--- src/rtl/render_result_banner_if.sv ---
// Pixel-path bundle between the scan generator / glyph ROMs (master) and the
// result banner renderer (slave).
interface render_result_banner_if;
  // start, clear and frame_tick are single-cycle pulses with no back-pressure;
  // ready is a level that stays high while the banner is in its blink phase.
  logic [9:0]  h_cnt;
  logic [9:0]  v_cnt;
  logic        frame_tick;
  logic        start;
  logic        win;
  logic        clear;
  logic [10:0] head_addr;
  logic        head_bit;
  logic [10:0] sub_addr;
  logic        sub_bit;
  logic [11:0] pixel;
  logic        ready;

  modport master (
    output h_cnt, v_cnt, frame_tick, start, win, clear, head_bit, sub_bit,
    input  head_addr, sub_addr, pixel, ready
  );

  modport slave (
    input  h_cnt, v_cnt, frame_tick, start, win, clear, head_bit, sub_bit,
    output head_addr, sub_addr, pixel, ready
  );
endinterface

--- src/rtl/render_result_banner.sv ---
// End-of-game result banner: grows in from the centre line, shows a scaled
// headline glyph, then blinks a scaled sub-line. Fixed 4-cycle pixel latency.
module render_result_banner #(
  parameter int BANNER_YC    = 240,
  parameter int BANNER_H     = 160,
  parameter int GROW_STEP    = 8,
  parameter int HEAD_X       = 160,
  parameter int HEAD_Y       = 212,
  parameter int HEAD_W       = 40,
  parameter int HEAD_H       = 7,
  parameter int HEAD_SCALE   = 8,
  parameter int SUB_X        = 200,
  parameter int SUB_Y        = 285,
  parameter int SUB_W        = 80,
  parameter int SUB_H        = 7,
  parameter int SUB_SCALE    = 3,
  parameter int HOLD_FRAMES  = 30,
  parameter int BLINK_FRAMES = 20
) (
  input  logic                  clk,
  input  logic                  rst,
  render_result_banner_if.slave bus,
  output logic [1:0]            dbg_state,
  output logic [9:0]            dbg_half_h
);

  typedef enum logic [1:0] {IDLE, GROW, HOLD, BLINK} state_t;

  localparam logic [9:0]  HALF       = 10'(BANNER_H / 2);
  localparam logic [9:0]  STEP       = 10'(GROW_STEP);
  localparam logic [10:0] YC         = 11'(BANNER_YC);
  localparam logic [15:0] HOLD_LAST  = 16'(HOLD_FRAMES - 1);
  localparam logic [15:0] BLINK_LAST = 16'(BLINK_FRAMES - 1);

  localparam logic [10:0] HX0 = 11'(HEAD_X);
  localparam logic [10:0] HX1 = 11'(HEAD_X + HEAD_W * HEAD_SCALE);
  localparam logic [10:0] HY0 = 11'(HEAD_Y);
  localparam logic [10:0] HY1 = 11'(HEAD_Y + HEAD_H * HEAD_SCALE);
  localparam logic [10:0] HSC = 11'(HEAD_SCALE);
  localparam logic [10:0] HWD = 11'(HEAD_W);
  localparam logic [10:0] SX0 = 11'(SUB_X);
  localparam logic [10:0] SX1 = 11'(SUB_X + SUB_W * SUB_SCALE);
  localparam logic [10:0] SY0 = 11'(SUB_Y);
  localparam logic [10:0] SY1 = 11'(SUB_Y + SUB_H * SUB_SCALE);
  localparam logic [10:0] SSC = 11'(SUB_SCALE);
  localparam logic [10:0] SWD = 11'(SUB_W);

  state_t      state;
  logic [9:0]  half_h;
  logic [15:0] frame_cnt;
  logic        win_q;
  logic        sub_on;

  // Frame-synchronous animation; pulses are prioritised clear > start > tick.
  always_ff @(posedge clk) begin
    if (rst) begin
      state     <= IDLE;
      half_h    <= '0;
      frame_cnt <= '0;
      win_q     <= 1'b0;
      sub_on    <= 1'b0;
      bus.ready <= 1'b0;
    end else if (bus.clear) begin
      state     <= IDLE;
      half_h    <= '0;
      frame_cnt <= '0;
      sub_on    <= 1'b0;
      bus.ready <= 1'b0;
    end else if (bus.start) begin
      state     <= GROW;
      win_q     <= bus.win;
      half_h    <= '0;
      frame_cnt <= '0;
      sub_on    <= 1'b0;
      bus.ready <= 1'b0;
    end else if (bus.frame_tick) begin
      case (state)
        GROW: begin
          // 11-bit sum so a step that overshoots the final height still clamps
          if ({1'b0, half_h} + {1'b0, STEP} >= {1'b0, HALF}) begin
            half_h    <= HALF;
            state     <= HOLD;
            frame_cnt <= '0;
          end else begin
            half_h <= half_h + STEP;
          end
        end
        HOLD: begin
          if (frame_cnt == HOLD_LAST) begin
            state     <= BLINK;
            frame_cnt <= '0;
            sub_on    <= 1'b1;
            bus.ready <= 1'b1;
          end else begin
            frame_cnt <= frame_cnt + 16'd1;
          end
        end
        BLINK: begin
          if (frame_cnt == BLINK_LAST) begin
            frame_cnt <= '0;
            sub_on    <= ~sub_on;
          end else begin
            frame_cnt <= frame_cnt + 16'd1;
          end
        end
        default: ;
      endcase
    end
  end

  assign dbg_state  = state;
  assign dbg_half_h = half_h;

  // Box tests on zero-extended coordinates: an underflowed subtraction is
  // never consulted because the lower bound is compared first.
  logic [10:0] h_ext, v_ext;
  logic        in_head0, in_sub0, off0;
  logic [10:0] head_col0, head_row0, sub_col0, sub_row0;

  assign h_ext     = {1'b0, bus.h_cnt};
  assign v_ext     = {1'b0, bus.v_cnt};
  assign in_head0  = (h_ext >= HX0) && (h_ext < HX1) && (v_ext >= HY0) && (v_ext < HY1);
  assign in_sub0   = (h_ext >= SX0) && (h_ext < SX1) && (v_ext >= SY0) && (v_ext < SY1);
  assign off0      = (h_ext >= 11'd640) || (v_ext >= 11'd480);
  assign head_col0 = (h_ext - HX0) / HSC;
  assign head_row0 = (v_ext - HY0) / HSC;
  assign sub_col0  = (h_ext - SX0) / SSC;
  assign sub_row0  = (v_ext - SY0) / SSC;

  logic        in_head1, in_sub1, off1;
  logic        in_head2, in_sub2, off2;
  logic        in_head3, in_sub3, off3;
  logic [9:0]  v1, v2, v3;
  logic [10:0] head_col1, head_row1, sub_col1, sub_row1;

  always_ff @(posedge clk) begin
    if (rst) begin
      {in_head1, in_sub1, off1} <= '0;
      {in_head2, in_sub2, off2} <= '0;
      {in_head3, in_sub3, off3} <= '0;
      v1            <= '0;
      v2            <= '0;
      v3            <= '0;
      head_col1     <= '0;
      head_row1     <= '0;
      sub_col1      <= '0;
      sub_row1      <= '0;
      bus.head_addr <= '0;
      bus.sub_addr  <= '0;
    end else begin
      in_head1  <= in_head0;
      in_sub1   <= in_sub0;
      off1      <= off0;
      v1        <= bus.v_cnt;
      head_col1 <= head_col0;
      head_row1 <= head_row0;
      sub_col1  <= sub_col0;
      sub_row1  <= sub_row0;

      bus.head_addr <= in_head1 ? (head_row1 * HWD + head_col1) : '0;
      bus.sub_addr  <= in_sub1 ? (sub_row1 * SWD + sub_col1) : '0;
      in_head2      <= in_head1;
      in_sub2       <= in_sub1;
      off2          <= off1;
      v2            <= v1;

      in_head3 <= in_head2;
      in_sub3  <= in_sub2;
      off3     <= off2;
      v3       <= v2;
    end
  end

  logic        in_ban3, head_en, sub_en;
  logic [11:0] text_col, ban_col;

  assign in_ban3  = ({1'b0, v3} + {1'b0, half_h} >= YC) && ({1'b0, v3} < YC + {1'b0, half_h});
  assign head_en  = (state != IDLE);
  assign sub_en   = (state == BLINK) && sub_on;
  assign text_col = win_q ? 12'h000 : 12'hFFF;
  assign ban_col  = win_q ? 12'hF90 : 12'h000;

  // ROM bits arrive this cycle, aligned with the stage-3 flags.
  always_ff @(posedge clk) begin
    if (rst) begin
      bus.pixel <= 12'h000;
    end else if (off3) begin
      bus.pixel <= 12'h000;
    end else if (head_en && in_head3 && bus.head_bit && in_ban3) begin
      bus.pixel <= text_col;
    end else if (sub_en && in_sub3 && bus.sub_bit && in_ban3) begin
      bus.pixel <= text_col;
    end else if (in_ban3) begin
      bus.pixel <= ban_col;
    end else begin
      bus.pixel <= 12'hEEE;
    end
  end

endmodule

--- src/flat_wrapper.sv ---
// flat-port wrapper written by rule: the top's interface ports become plain ports
module render_result_banner_flat 
#(
  parameter int BANNER_YC    = 240,
  parameter int BANNER_H     = 160,
  parameter int GROW_STEP    = 8,
  parameter int HEAD_X       = 160,
  parameter int HEAD_Y       = 212,
  parameter int HEAD_W       = 40,
  parameter int HEAD_H       = 7,
  parameter int HEAD_SCALE   = 8,
  parameter int SUB_X        = 200,
  parameter int SUB_Y        = 285,
  parameter int SUB_W        = 80,
  parameter int SUB_H        = 7,
  parameter int SUB_SCALE    = 3,
  parameter int HOLD_FRAMES  = 30,
  parameter int BLINK_FRAMES = 20
)
  (clk, rst, dbg_state, dbg_half_h, bus_h_cnt, bus_v_cnt, bus_frame_tick, bus_start, bus_win, bus_clear, bus_head_bit, bus_sub_bit, bus_head_addr, bus_sub_addr, bus_pixel, bus_ready);
  render_result_banner_if bus_i ();
  input  logic clk;
  input  logic rst;
  output logic [1:0] dbg_state;
  output logic [9:0] dbg_half_h;
  input wire logic [$bits(bus_i.h_cnt)-1:0] bus_h_cnt;
  input wire logic [$bits(bus_i.v_cnt)-1:0] bus_v_cnt;
  input wire logic [$bits(bus_i.frame_tick)-1:0] bus_frame_tick;
  input wire logic [$bits(bus_i.start)-1:0] bus_start;
  input wire logic [$bits(bus_i.win)-1:0] bus_win;
  input wire logic [$bits(bus_i.clear)-1:0] bus_clear;
  input wire logic [$bits(bus_i.head_bit)-1:0] bus_head_bit;
  input wire logic [$bits(bus_i.sub_bit)-1:0] bus_sub_bit;
  output wire logic [$bits(bus_i.head_addr)-1:0] bus_head_addr;
  output wire logic [$bits(bus_i.sub_addr)-1:0] bus_sub_addr;
  output wire logic [$bits(bus_i.pixel)-1:0] bus_pixel;
  output wire logic [$bits(bus_i.ready)-1:0] bus_ready;
  assign bus_i.h_cnt = bus_h_cnt;
  assign bus_i.v_cnt = bus_v_cnt;
  assign bus_i.frame_tick = bus_frame_tick;
  assign bus_i.start = bus_start;
  assign bus_i.win = bus_win;
  assign bus_i.clear = bus_clear;
  assign bus_i.head_bit = bus_head_bit;
  assign bus_i.sub_bit = bus_sub_bit;
  assign bus_head_addr = bus_i.head_addr;
  assign bus_sub_addr = bus_i.sub_addr;
  assign bus_pixel = bus_i.pixel;
  assign bus_ready = bus_i.ready;
  render_result_banner #(.BANNER_YC(BANNER_YC), .BANNER_H(BANNER_H), .GROW_STEP(GROW_STEP), .HEAD_X(HEAD_X), .HEAD_Y(HEAD_Y), .HEAD_W(HEAD_W), .HEAD_H(HEAD_H), .HEAD_SCALE(HEAD_SCALE), .SUB_X(SUB_X), .SUB_Y(SUB_Y), .SUB_W(SUB_W), .SUB_H(SUB_H), .SUB_SCALE(SUB_SCALE), .HOLD_FRAMES(HOLD_FRAMES), .BLINK_FRAMES(BLINK_FRAMES)) u_core (.clk(clk), .rst(rst), .bus(bus_i), .dbg_state(dbg_state), .dbg_half_h(dbg_half_h));
endmodule
--- config.mk ---
export PLATFORM = sky130hd
export DESIGN_NAME = render_result_banner_flat
export DESIGN_NICKNAME = d
export VERILOG_FILES = /design/src/rtl/render_result_banner_if.sv /design/src/rtl/render_result_banner.sv /design/src/flat_wrapper.sv
export SDC_FILE = /design/constraint.sdc
export NUM_CORES = 1
export LEC_CHECK = 0
export ABC_AREA = 1
export CORE_UTILIZATION = 50
export DETAILED_ROUTE_END_ITERATION = 16
export DONT_BUFFER_PORTS = 1
export GPL_ROUTABILITY_DRIVEN = 1
export PLACE_DENSITY = 0.65
export SYNTH_ARGS = -nofsm -noshare
export SYNTH_HDL_FRONTEND = slang
export SYNTH_SLANG_ARGS = --single-unit
--- constraint.sdc ---
create_clock -name clk -period 6.4 [get_ports clk]
set_input_delay 1.6 -clock clk [delete_from_list [all_inputs] [get_ports clk]]
set_output_delay 1.6 -clock clk [all_outputs]
set_load 0.01 [all_outputs]
==> summary.md <==
| Metric | Value |
|---|---|
| Outcome | `complete, no violations` |
| First-pass GRT wire length | `23.05 mm` |
| Leading area contributor after synthesis | `dfxtp_1` |
| Post-route ant nets | `0` |
| H-tree levels | `4` |
| Via count | `5457` |
| Max Cap Viol | `0` |
| Initial antenna violation count | `0` |
| Hold depth | `2` |
| TritonRoute pass-1 iters | `5` |
| Rows | `41` |
| Post-Route WL | `between 10 and 15 mm` |
| DR iter-0 viols | `339` |
| Total power | `2.083 mW` |
| Clk_skew | `4.844 ps` |
| CTS Buffer Depth | `2` |
| Primary FF master, synth | `dfxtp_1` |
| Hold WC Path Type | `reg2reg` |
| Critical path arrival | `4860 ps` |
| HPWL Detailed | `10.03 mm` |
| Gp weighted congestion | `0.9168` |
| Fmax | `around 220 MHz` |
| Crit path largest cell delay | `260 ps` |
| Worst skew pair latency | `420 ps` |
| Crit path launch type | `input pin` |
| Die Y | `117.8 µm` |
| YS warnings | `0` |
| Vias in the first global route | `5265` |
| Switching share of power | `31.08%` |
| Worst r2r dst | `u_core.frame_cnt[15]$_SDFFE_PP0P_` |
| Combinational cell fraction of total power | `20.8%` |
| Most common cell in the netlist | `inv_1` |
| CP Data Required Time | `approximately 6700 ps` |
| RSZ-0062 raised after global routing | `no` |
| Total GRT Usage | `20.38%` |
| Power per cell area | `284.1 nW/µm²` |
| Antenna cells | `0` |
| Die area | `13870 µm²` |
| Root buf cell | `clkbuf_16` |
| Leakage | `3.420 nW` |
| Area of the core | `between 10000 and 15000 µm²` |
| Slowest-stage cell, CP | `ha_1` |
| Final hold violations | `0` |
| Grt total ovfl | `0` |
| Die X | `roughly 120 µm` |
| Setup Total Neg Slack | `0 ps` |
| CTS tree | `yes` |
| Most common library cells after synthesis | `inv_1 (154), nand2_1 (136), dfxtp_1 (117)` |
| Register area share after synthesis | `a little over a third` |
| Final period util | `71.16%` |
| I/O pin cnt | `75` |
| Cell Area, Synth | `6701 µm²` |
| Syn Area/Cell | `about 7.3 µm²` |
| Layout area overhead | `9.391%` |
| Final hold slack | `around 400 ps` |
| Final setup fails | `0` |
| Post-Route Utilization | `57.16%` |
| Worst r2r path cells | `14` |
| CP top delay family | `simple AND/OR/NAND/NOR gates` |
| PortBufs | `0` |
| CP max FO | `6` |
| WL per Instance | `11.95 µm` |
| Top cells by area, synth | `dfxtp_1 (35%), ha_1 (12%), inv_1 (8.6%)` |
| Slew Limit Fails | `0` |
| Clk sink count | `between 100 and 150` |
| Pin count of the biggest net entering global routing | `60` |
| Min Tclk post-route | `~4600 ps` |
| Drt drc | `0` |
| Flop pwr share | `between 30% and 40%` |
| Worst Hold Endpoint | `u_core.v3[5]$_SDFF_PP0_` |
| Clock share of power | `about two fifths` |
| WS Path Type | `in2reg` |
| PostCTS Resize Cnt | `0` |
| Switching pwr | `0.6475 mW` |
| Async SR Flop Fraction | `0%` |
| Pint | `1.435 mW` |
| R2R Setup Slk | `3360 ps` |
| Max rail drop VDD | `~0.19 mV` |
| Post-DR vias/cell | `4.974` |
| Share of Yosys cell area claimed by the top area cell type | `between 30% and 40%` |
| #FFs+latches synth | `between 100 and 150` |
| HP Start | `u_core.v2[5]$_SDFF_PP0_` |
| Clock-pin slew on the worst setup and hold paths | `60 ps` |
| WP buf/inv | `5` |
| Crit path top cell by count | `nand2_1` |
| Post-CTS Setup Inserts | `0` |
| Final nets | `~1000` |
| EDFF count, synth | `0` |
| FF-to-FF Start | `u_core.dbg_half_h[4]$_SDFFE_PP0P_` |
| Initial core utilization | `a little over half` |
| CTS hold repair buffers | `0` |
| Gate Count Post-Synth | `915` |
| Layout cells sized above 1 | `8.216%` |
| Num CTS Buffers | `17` |
| CP endpoint kind | `flop` |
| Synth cell types | `45` |
power by group through the flow:
stage	clock network [mW]	registers, mW	logic (mW)
after CTS	0.878	0.790	0.435
after global placement	0	0.805	0.429
final	0.859	0.790	0.433
after global routing	0.912	0.795	0.509
after detailed placement	0	0.806	0.431
after floorplan	0	0.797	0.378
registers in the layout, summed over array words and instances, names as in the netlist, 2 cells and up:
register / count
u_core.dbg_half_h: 7
u_core.v3: 7
u_core.dbg_state: 2
u_core.bus.head_addr: 11
u_core.head_row1: 8
u_core.head_col1: 8
u_core.bus.pixel: 4
u_core.bus.sub_addr: 11
u_core.v1: 7
u_core.frame_cnt: 16
u_core.sub_row1: 7
u_core.v2: 7
u_core.sub_col1: 10
worst min-delay path: stages (launching register included):
cell	delay [ps]
dfxtp_1	290
inv_1	40
nor2_1	30
cell type report:
type                    instances  area (µm²)
flip-flops and latches        117        2342
inverters                     161       604.3
fillers                      1227        5494
well taps                     172       215.2
clock inverters                14       105.1
clock buffers                  18       439.2
multi-input cells             615        3625
per-stage QoR:
stage / std cells / instance area, µm² / worst slack, ps
2_1_floorplan: 917 / 6709 / 1736
3_3_place_gp: 1065 / 6787 / 1548
3_5_place_dp: 1065 / 6787 / 1424
4_1_cts: 1097 / 7331 / 1854
5_1_grt: 1097 / 7331 / 1254
6_report: 1097 / 7331 / 1846
cells in the final DEF, fill, tap and decap left out, types with 3 or more instances in the layout:
cell type   Yosys  layout
nor4_1          8       8
nand2_2        11      11
clkinv_4        0       4
o21ai_0        37      37
inv_2           6       6
conb_1          1       3
nand3_2        15      15
nor2_1        112     112
xnor2_1         8       8
a211oi_1        3       3
nand4_1         8       8
clkinvlp_4      0       5
nor3_1         25      25
dfxtp_1       117     117
o21ai_1         9       9
o21a_1          4       4
o21ai_2         4       4
a21oi_1        64      64
inv_1         154     154
clkinv_2        0       3
xor2_1         17      17
clkbuf_16       0      17
nand3_1        59      59
nand3b_1        3       3
ha_1           62      62
fa_1            4       4
nand2_1       136     136
routing by layer:
metal / GRT usage, % / share of wire, %
met1: 24.82 / 48
met2: 32.65 / 44
met4: 8.413 / 2.1
met3: 7.025 / 6.1
met5: 0 / 0
kinds of logic after synthesis:
group / count (synthesis) / share of synthesized area, %
compound gates: 136 / 11.30
xor+xnor: 27 / 3.753
fa+ha+maj: 66 / 12.77
buf+inv: 185 / 11.07
flops: 117 / 34.95
other cells: 1 / 0.05596
simple gates: 383 / 26.10
worst max path at each step:
stage                               endpoint  cells past startpoint    startpoint
2_1_floorplan  u_core.sub_col1[0]$_SDFF_PP0_                     36  bus_h_cnt[4]
3_3_place_gp   u_core.sub_col1[0]$_SDFF_PP0_                     32  bus_h_cnt[4]
3_5_place_dp   u_core.sub_col1[0]$_SDFF_PP0_                     32  bus_h_cnt[4]
4_1_cts        u_core.sub_col1[0]$_SDFF_PP0_                     34  bus_h_cnt[4]
5_1_grt        u_core.sub_col1[0]$_SDFF_PP0_                     32  bus_h_cnt[4]
6_report       u_core.sub_col1[0]$_SDFF_PP0_                     32  bus_h_cnt[4]
Note: power is estimated with default switching activity, not from simulation.
